===== src/rtl/fft_pkg.sv =====
// Shared definitions for the radix-2 DIT FFT engine.
//   complex_16   : packed complex sample, 16-bit signed real/imag
//   agu_state_t  : sequencing FSM states of the address-generation unit
//   fft_log2     : constant log2 for power-of-two transform sizes
//   tw_width     : twiddle ROM index width for an N-point transform
//   stage_width  : width of the stage counter for an N-point transform
package fft_pkg;

    typedef struct packed {
        logic signed [15:0] re;
        logic signed [15:0] im;
    } complex_16;

    typedef enum logic [1:0] {
        ST_IDLE   = 2'd0,
        ST_ISSUE  = 2'd1,
        ST_DRAIN  = 2'd2,
        ST_FINISH = 2'd3
    } agu_state_t;

    // Smallest r with 2^r >= n.
    function automatic int fft_log2(input int n);
        int r;
        r = 0;
        for (int i = 0; i < 31; i++) begin
            if ((1 << i) < n) begin
                r = i + 1;
            end
        end
        return r;
    endfunction

    // Twiddle index covers N/2 entries.
    function automatic int tw_width(input int n);
        return (fft_log2(n) > 1) ? fft_log2(n) - 1 : 1;
    endfunction

    // Stage counter must hold 0..L-1.
    function automatic int stage_width(input int n);
        return (fft_log2(n) > 1) ? $clog2(fft_log2(n)) : 1;
    endfunction

endpackage


===== src/rtl/fft_agu_delay.sv =====
// Shift pipe with a valid bit and a common enable.
// Used to delay the butterfly read-address pair into the write-address pair.
//   clk, rst_n : clock, asynchronous active-low reset
//   en         : advance the pipe this cycle (hold all stages when low)
//   in_valid   : valid bit entering stage 0
//   in_data    : WIDTH-bit payload entering stage 0
//   out_valid  : valid bit leaving the last of DEPTH stages
//   out_data   : payload leaving the last of DEPTH stages
module fft_agu_delay #(
    parameter int WIDTH = 8,
    parameter int DEPTH = 3
) (
    input  logic             clk,
    input  logic             rst_n,
    input  logic             en,
    input  logic             in_valid,
    input  logic [WIDTH-1:0] in_data,
    output logic             out_valid,
    output logic [WIDTH-1:0] out_data
);

    logic [DEPTH-1:0]            valid_reg;
    logic [DEPTH-1:0][WIDTH-1:0] data_reg;

    always_ff @(posedge clk or negedge rst_n) begin
        if (!rst_n) begin
            valid_reg <= '0;
            data_reg  <= '0;
        end else if (en) begin
            valid_reg[0] <= in_valid;
            data_reg[0]  <= in_data;
            for (int i = 1; i < DEPTH; i++) begin
                valid_reg[i] <= valid_reg[i-1];
                data_reg[i]  <= data_reg[i-1];
            end
        end
    end

    assign out_valid = valid_reg[DEPTH-1];
    assign out_data  = data_reg[DEPTH-1];

endmodule


===== src/rtl/fft_agu_pipe.sv =====
// Address-generation and sequencing unit for an in-place radix-2 DIT FFT.
// Issues one butterfly read pair + twiddle index per non-stalled cycle and
// the matching write pair BF_LAT advancing cycles later. A drain phase of
// BF_LAT advancing cycles between stages keeps stage s+1 reads behind the
// last stage s write.
// Ports:
//   clk, rst_n          : clock, asynchronous active-low reset
//   start               : begin a transform (only accepted in IDLE)
//   stall               : freeze issue and the write pipe this cycle
//   busy                : high while issuing/draining
//   done                : one-cycle completion pulse
//   stage               : current stage 0..L-1
//   rd_valid, rd_addr_a, rd_addr_b, tw_addr : read pair and twiddle index
//   wr_valid, wr_addr_a, wr_addr_b          : delayed write-back pair
//   cycle_cnt           : busy-cycle counter, only when FFT_AGU_PERF_EN
// Optional feature macro: FFT_AGU_PERF_EN
module fft_agu_pipe
    import fft_pkg::*;
#(
    parameter  int N      = 32,
    parameter  int BF_LAT = 3,
    localparam int L      = fft_log2(N),
    localparam int SW     = stage_width(N),
    localparam int TW     = tw_width(N)
) (
    input  logic          clk,
    input  logic          rst_n,
    input  logic          start,
    input  logic          stall,
    output logic          busy,
    output logic          done,
    output logic [SW-1:0] stage,
    output logic          rd_valid,
    output logic [L-1:0]  rd_addr_a,
    output logic [L-1:0]  rd_addr_b,
    output logic [TW-1:0] tw_addr,
    output logic          wr_valid,
    output logic [L-1:0]  wr_addr_a,
    output logic [L-1:0]  wr_addr_b
`ifdef FFT_AGU_PERF_EN
    ,
    output logic [31:0]   cycle_cnt
`endif
);

    localparam int DW = (BF_LAT > 1) ? $clog2(BF_LAT) : 1;
    localparam logic [L-2:0]  J_LAST  = '1;
    localparam logic [DW-1:0] DR_LAST = DW'(BF_LAT - 1);
    localparam logic [SW-1:0] ST_LAST = SW'(L - 1);

    agu_state_t    state_reg, state_next;
    logic [SW-1:0] stage_reg, stage_next;
    logic [L-2:0]  j_reg, j_next;
    logic [DW-1:0] drain_reg, drain_next;
    logic          issue;

    // ---------------- state registers ----------------
    always_ff @(posedge clk or negedge rst_n) begin
        if (!rst_n) begin
            state_reg <= ST_IDLE;
            stage_reg <= '0;
            j_reg     <= '0;
            drain_reg <= '0;
        end else begin
            state_reg <= state_next;
            stage_reg <= stage_next;
            j_reg     <= j_next;
            drain_reg <= drain_next;
        end
    end

    // ---------------- next state / control ----------------
    always_comb begin
        state_next = state_reg;
        stage_next = stage_reg;
        j_next     = j_reg;
        drain_next = drain_reg;
        issue      = 1'b0;
        busy       = 1'b0;
        done       = 1'b0;
        case (state_reg)
            ST_IDLE: begin
                if (start) begin
                    state_next = ST_ISSUE;
                    stage_next = '0;
                    j_next     = '0;
                end
            end
            ST_ISSUE: begin
                busy  = 1'b1;
                issue = ~stall;
                if (!stall) begin
                    if (j_reg == J_LAST) begin
                        j_next     = '0;
                        drain_next = '0;
                        state_next = ST_DRAIN;
                    end else begin
                        j_next = j_reg + 1'b1;
                    end
                end
            end
            ST_DRAIN: begin
                busy = 1'b1;
                // Only advancing cycles move the write pipe, so only they count.
                if (!stall) begin
                    if (drain_reg == DR_LAST) begin
                        drain_next = '0;
                        if (stage_reg == ST_LAST) begin
                            state_next = ST_FINISH;
                        end else begin
                            stage_next = stage_reg + 1'b1;
                            state_next = ST_ISSUE;
                        end
                    end else begin
                        drain_next = drain_reg + 1'b1;
                    end
                end
            end
            ST_FINISH: begin
                done       = 1'b1;
                state_next = ST_IDLE;
            end
            default: begin
                state_next = ST_IDLE;
            end
        endcase
    end

    // ---------------- address arithmetic ----------------
    // a = (grp << (s+1)) | k, b = a | 2^s (bit s of a is always 0),
    // tw = k << (L-1-s). Shifts are done in two steps so the stage counter
    // never needs to represent L.
    logic [L-2:0]  kmask, k, grp;
    logic [L-1:0]  half, addr_a, addr_b;
    logic [SW-1:0] tw_shift;
    logic [TW-1:0] tw;

    always_comb begin
        kmask    = ~({(L-1){1'b1}} << stage_reg);
        k        = j_reg & kmask;
        grp      = j_reg >> stage_reg;
        half     = {{(L-1){1'b0}}, 1'b1} << stage_reg;
        addr_a   = (({1'b0, grp} << stage_reg) << 1) | {1'b0, k};
        addr_b   = addr_a | half;
        tw_shift = ST_LAST - stage_reg;
        tw       = k << tw_shift;
    end

    // Outputs are forced to zero when not valid so idle/reset shows all zeros.
    assign stage     = stage_reg;
    assign rd_valid  = issue;
    assign rd_addr_a = issue ? addr_a : '0;
    assign rd_addr_b = issue ? addr_b : '0;
    assign tw_addr   = issue ? tw     : '0;

    // ---------------- write-address pipe ----------------
    logic           pipe_valid;
    logic [2*L-1:0] pipe_data;

    fft_agu_delay #(
        .WIDTH (2*L),
        .DEPTH (BF_LAT)
    ) u_delay (
        .clk       (clk),
        .rst_n     (rst_n),
        .en        (~stall),
        .in_valid  (issue),
        .in_data   ({addr_a, addr_b}),
        .out_valid (pipe_valid),
        .out_data  (pipe_data)
    );

    assign wr_valid  = pipe_valid & ~stall;
    assign wr_addr_a = wr_valid ? pipe_data[2*L-1:L] : '0;
    assign wr_addr_b = wr_valid ? pipe_data[L-1:0]   : '0;

`ifdef FFT_AGU_PERF_EN
    // Counts every busy cycle including stalls; saturates; held until next start.
    logic [31:0] cycle_cnt_reg;
    always_ff @(posedge clk or negedge rst_n) begin
        if (!rst_n) begin
            cycle_cnt_reg <= '0;
        end else if (state_reg == ST_IDLE && start) begin
            cycle_cnt_reg <= '0;
        end else if (busy && (cycle_cnt_reg != 32'hFFFF_FFFF)) begin
            cycle_cnt_reg <= cycle_cnt_reg + 32'd1;
        end
    end
    assign cycle_cnt = cycle_cnt_reg;
`endif

endmodule


===== config.mk =====
export PLATFORM = sky130hd
export DESIGN_NAME = fft_agu_pipe
export DESIGN_NICKNAME = d
export VERILOG_FILES = /design/src/rtl/fft_pkg.sv /design/src/rtl/fft_agu_delay.sv /design/src/rtl/fft_agu_pipe.sv
export SDC_FILE = /design/constraint.sdc
export NUM_CORES = 1
export LEC_CHECK = 0
export ABC_AREA = 1
export BUFFER_PORTS_ARGS = -buffer_cell sky130_fd_sc_hd__buf_2
export CORE_ASPECT_RATIO = 0.75
export CORE_MARGIN = 1
export CORE_UTILIZATION = 33
export DETAILED_ROUTE_END_ITERATION = 6
export GPL_TIMING_DRIVEN = 0
export SKIP_CTS_REPAIR_TIMING = 1
export SLEW_MARGIN = 20
export SYNTH_ARGS = -nofsm -noshare
export SYNTH_HDL_FRONTEND = slang
export SYNTH_SLANG_ARGS = --single-unit
export TNS_END_PERCENT = 5

===== constraint.sdc =====
create_clock -name clk -period 2.3 [get_ports clk]
set_clock_uncertainty 0.2 [all_clocks]
set_input_delay 0.46 -clock clk [delete_from_list [all_inputs] [get_ports clk]]
set_output_delay 0.46 -clock clk [all_outputs]
set_load 0.01 [all_outputs]

==> impl_summary.md <==
Run status
The run finished, with violations left. The checks that failed: negative setup slack.

Die
The die covers roughly 7400 um2. The site row count is 26. During I/O placement, the number of pins put on the boundary was 35. The die is 99.3 um wide.

The starting density of the core is 34.3%. The region available for standard cell placement spans 6830 um2. The height of the die is 75.0 um.

Synthesis
The top cell type by area accounts for between 40% and 50% of the synthesized area. The Yosys step of the flow raised 0 warnings. After synthesis, the mean cell area works out to 7.76 um2. For this run, the leading register cell type out of synthesis is sky130_fd_sc_hd__dfrtp_1.

Sequential elements use between 40% and 50% of the synthesized area. The number of synthesized register bits is 44. The number of synthesized flops with an enable pin is 0. The synthesized instance count is 302.

The largest total area in the synthesized netlist belongs to sky130_fd_sc_hd__dfrtp_1. The share of async-settable or async-resettable flops after synthesis is 100%. By area the synthesized netlist is led by sky130_fd_sc_hd__dfrtp_1 (47%), sky130_fd_sc_hd__nand2_1 (14%), sky130_fd_sc_hd__ha_1 (7.5%).

By count the netlist is led by sky130_fd_sc_hd__nand2_1 (90), sky130_fd_sc_hd__dfrtp_1 (44), sky130_fd_sc_hd__inv_1 (42). The number of nets in the synthesized netlist is 320. The cell area that synthesis handed to floorplanning was 2340 um2. sky130_fd_sc_hd__nand2_1 is the most common cell in the netlist. Synthesis instantiated 24 different standard cells from the library.

Routing
The number of vias in the routed layout is 2097. The per-cell routed wire length is approximately 13 um. In this run, the number of DRC markers left after iteration 0 of detailed routing was approximately 120. The remaining number of nets flagged by the antenna check after routing is 0. The total DRC errors in the routed layout is 0. The via count normalized by instance count is 4.79. The overall routed net length is 5710 um.

The iteration count of the initial detailed-routing pass is 4.

Setup path
The count of cells along the worst register-to-register path is 9. STA puts the critical path data required time at 1.64 ns. The arrival time at the worst endpoint is about 2.0 ns. The worst register-to-register path ends at stage[0]. The flop-to-flop setup slack is approximately 0.20 ns. STA classifies the critical path endpoint as an output port. The largest fanout on the critical path is 5. The category of the worst setup path launch point is a flip-flop.

In this run the critical register-to-register path is launched from state_reg[0]. The critical path class is flip-flop to output port. The launch point of the worst path is stage[1].

Hold path
The hold path endpoint is u_delay.data_reg[11]. The worst min-delay path category is flip-flop to flip-flop. The startpoint identified for the worst hold timing path is u_delay.data_reg[1]. Along the worst hold path, the cell count comes to 2.

Placed design
Detailed placement ended at an HPWL of 3980 um. The congestion estimate from routability-driven global placement came to 0.857. The count of buffers added on input and output ports is 34.

CTS
The count of clock tree sinks is 44. The root buffer cell chosen for the clock tree is sky130_fd_sc_hd__clkbuf_8. The CTS clock-pin slew for the worst setup and hold paths is 0.09 ns. TritonCTS built the clock tree. The later pin in the worst-skew pair is clocked with a latency of 0.31 ns. The maximum clock insertion buffer count is 2. Clock tree synthesis inserted a total of 5 buffers. The H-tree generated during clock tree synthesis spans 2 levels.

Global routing
The total global-route track usage is 16.0%. The initial antenna violation count came to 0. The via count of the first global-routing pass is 1794. The first-pass GRT wire length is 9000 um. Entering global routing, the biggest net connects 45 pins.

Summed over all layers, the global routing overflow is 0.

Job
The count of max-cap constraint violations is 0.

STA
The number of setup violations in the final report is 12. Setup repair after global routing could not meet its margin everywhere. The worst relative slew slack is 62.0%. The clock period minus final worst setup slack is 2.62 ns. The max-slew violation total from the final report is 0. Hold timing on the final database bottoms out at a slack of 0.282 ns.

For the pin with the worst max-slew slack, the measured transition is ~0.57 ns. The number of failing hold endpoints at the final stage came to 0. For the final routed database, the setup TNS stands at -1.50 ns.

Of the available clock period, the critical path in the final layout requires 114%. The final setup slack of the worst path is -0.319 ns. The upper clock frequency limit is 382 MHz.

Power and ir drop
The worst-case IR drop observed on VDD is ~340 uV. Power spread over the standard cell area amounts to 997 nW/um2. Net switching is between 40% and 50% of the power. The reported net switching power is ~0.0012 W. The analysis attributes to cell leakage a power of 1.52 nW. Per report_power, the clock group accounts for 18.3% of the total.

The proportion of power drawn by combinational gates is 42.9%. The cell internal power dissipation is 0.00170 W. Sequential cells account for between 30% and 40% of the total power.

Layout
The flip-flop count of the largest register after layout is 20. The filler cell count in the final layout is around 730. The number of antenna diodes in the final layout is 0.

The net total in the final layout is 371. The area growth from synthesis to layout is 23.8%. The fraction of layout cells with a size suffix above 1 is 25.1%.
-- area by class of cell --
cell class	count	area [um2]	share of cell area [%]
multi-input cells	203	1110	38.4
clock inverters	1	7.51	0.259
clock buffers	7	86.3	2.98
plain buffers	9	46.3	1.60
flip-flops and latches	44	1100	38.1
repair buffers	44	250	8.63
well taps	84	105	3.63
inverters	46	185	6.39
-- stage by stage --
stage,util (%),cells,cell area (um2),total power [W],worst slack (ns)
final,42.4,438,2900,0.00289,-0.319
after global routing,42.4,438,2900,0.00312,-0.391
after CTS,39.7,428,2710,0.00270,-0.559
after detailed placement,38.3,420,2620,0.00217,-0.208
after global placement,38.3,420,2620,0.00214,-0.202
after floorplan,-,302,2340,0.00188,0.0300
-- kinds of logic after synthesis --
family,synth area share (%)
AOI/OAI and AO/OA,10.6
adders and majority gates,7.48
buffers and inverters,9.29
and+or+nand+nor,25.6
DFF,47.0
-- power by group through the flow --
stage	clock, W	sequential [W]	combinational (W)
global placement	0	0.00112	0.00103
CTS	0.000539	0.00110	0.00105
detailed placement	0	0.00112	0.00105
floorplan	0	0.00110	0.000786
global route	0.000564	0.00115	0.00141
finish	0.000529	0.00112	0.00124
-- critical path, cell delays in order, from the launching register on --
cell and delay (ns):
sky130_fd_sc_hd__dfrtp_2 0.45, sky130_fd_sc_hd__inv_2 0.08, sky130_fd_sc_hd__ha_4 0.17, sky130_fd_sc_hd__ha_4 0.27, sky130_fd_sc_hd__nand3b_1 0.18, sky130_fd_sc_hd__nor4_2 0.33, sky130_fd_sc_hd__buf_2 0.17
-- per-layer routing --
| metal | part of all wire [%] | vias up | track usage (%) |
|---|---|---|---|
| li1 | - | 1039 | - |
| met4 | 1.1 | 0 | 4.90 |
| met1 | 52 | 996 | 25.2 |
| met2 | 41 | 54 | 21.7 |
| met5 | 0 | - | 0 |
| met3 | 6.0 | 8 | 3.16 |
-- placed cells by master (no fill, tap or decap), types with 2 or more instances in the layout --
cell type and instances:
sky130_fd_sc_hd__nand2_1 87, sky130_fd_sc_hd__dfrtp_1 41, sky130_fd_sc_hd__inv_1 39, sky130_fd_sc_hd__buf_2 37, sky130_fd_sc_hd__o21ai_0 33, sky130_fd_sc_hd__nor2_1 23, sky130_fd_sc_hd__nand3_1 10, sky130_fd_sc_hd__ha_1 10
sky130_fd_sc_hd__buf_4 10, sky130_fd_sc_hd__a21oi_1 8, sky130_fd_sc_hd__nor2_2 7, sky130_fd_sc_hd__clkbuf_8 6, sky130_fd_sc_hd__clkbuf_1 5, sky130_fd_sc_hd__inv_4 3, sky130_fd_sc_hd__inv_2 3, sky130_fd_sc_hd__nand2_2 3
sky130_fd_sc_hd__o21ai_1 3, sky130_fd_sc_hd__nand4_1 3, sky130_fd_sc_hd__ha_4 3, sky130_fd_sc_hd__dfrtp_2 3, sky130_fd_sc_hd__nor2_4 2, sky130_fd_sc_hd__a21oi_2 2
-- worst max path at each step --
stage | cells after the start | endpoint | slack (ns)
after floorplan | 9 | tw_addr[3] | 0.03
after global placement | 10 | tw_addr[3] | -0.20
after detailed placement | 10 | tw_addr[3] | -0.21
after CTS | 10 | tw_addr[3] | -0.56
after global routing | 6 | tw_addr[0] | -0.39
final | 6 | tw_addr[0] | -0.32
No activity file was read; power rests on OpenSTA's default activity.
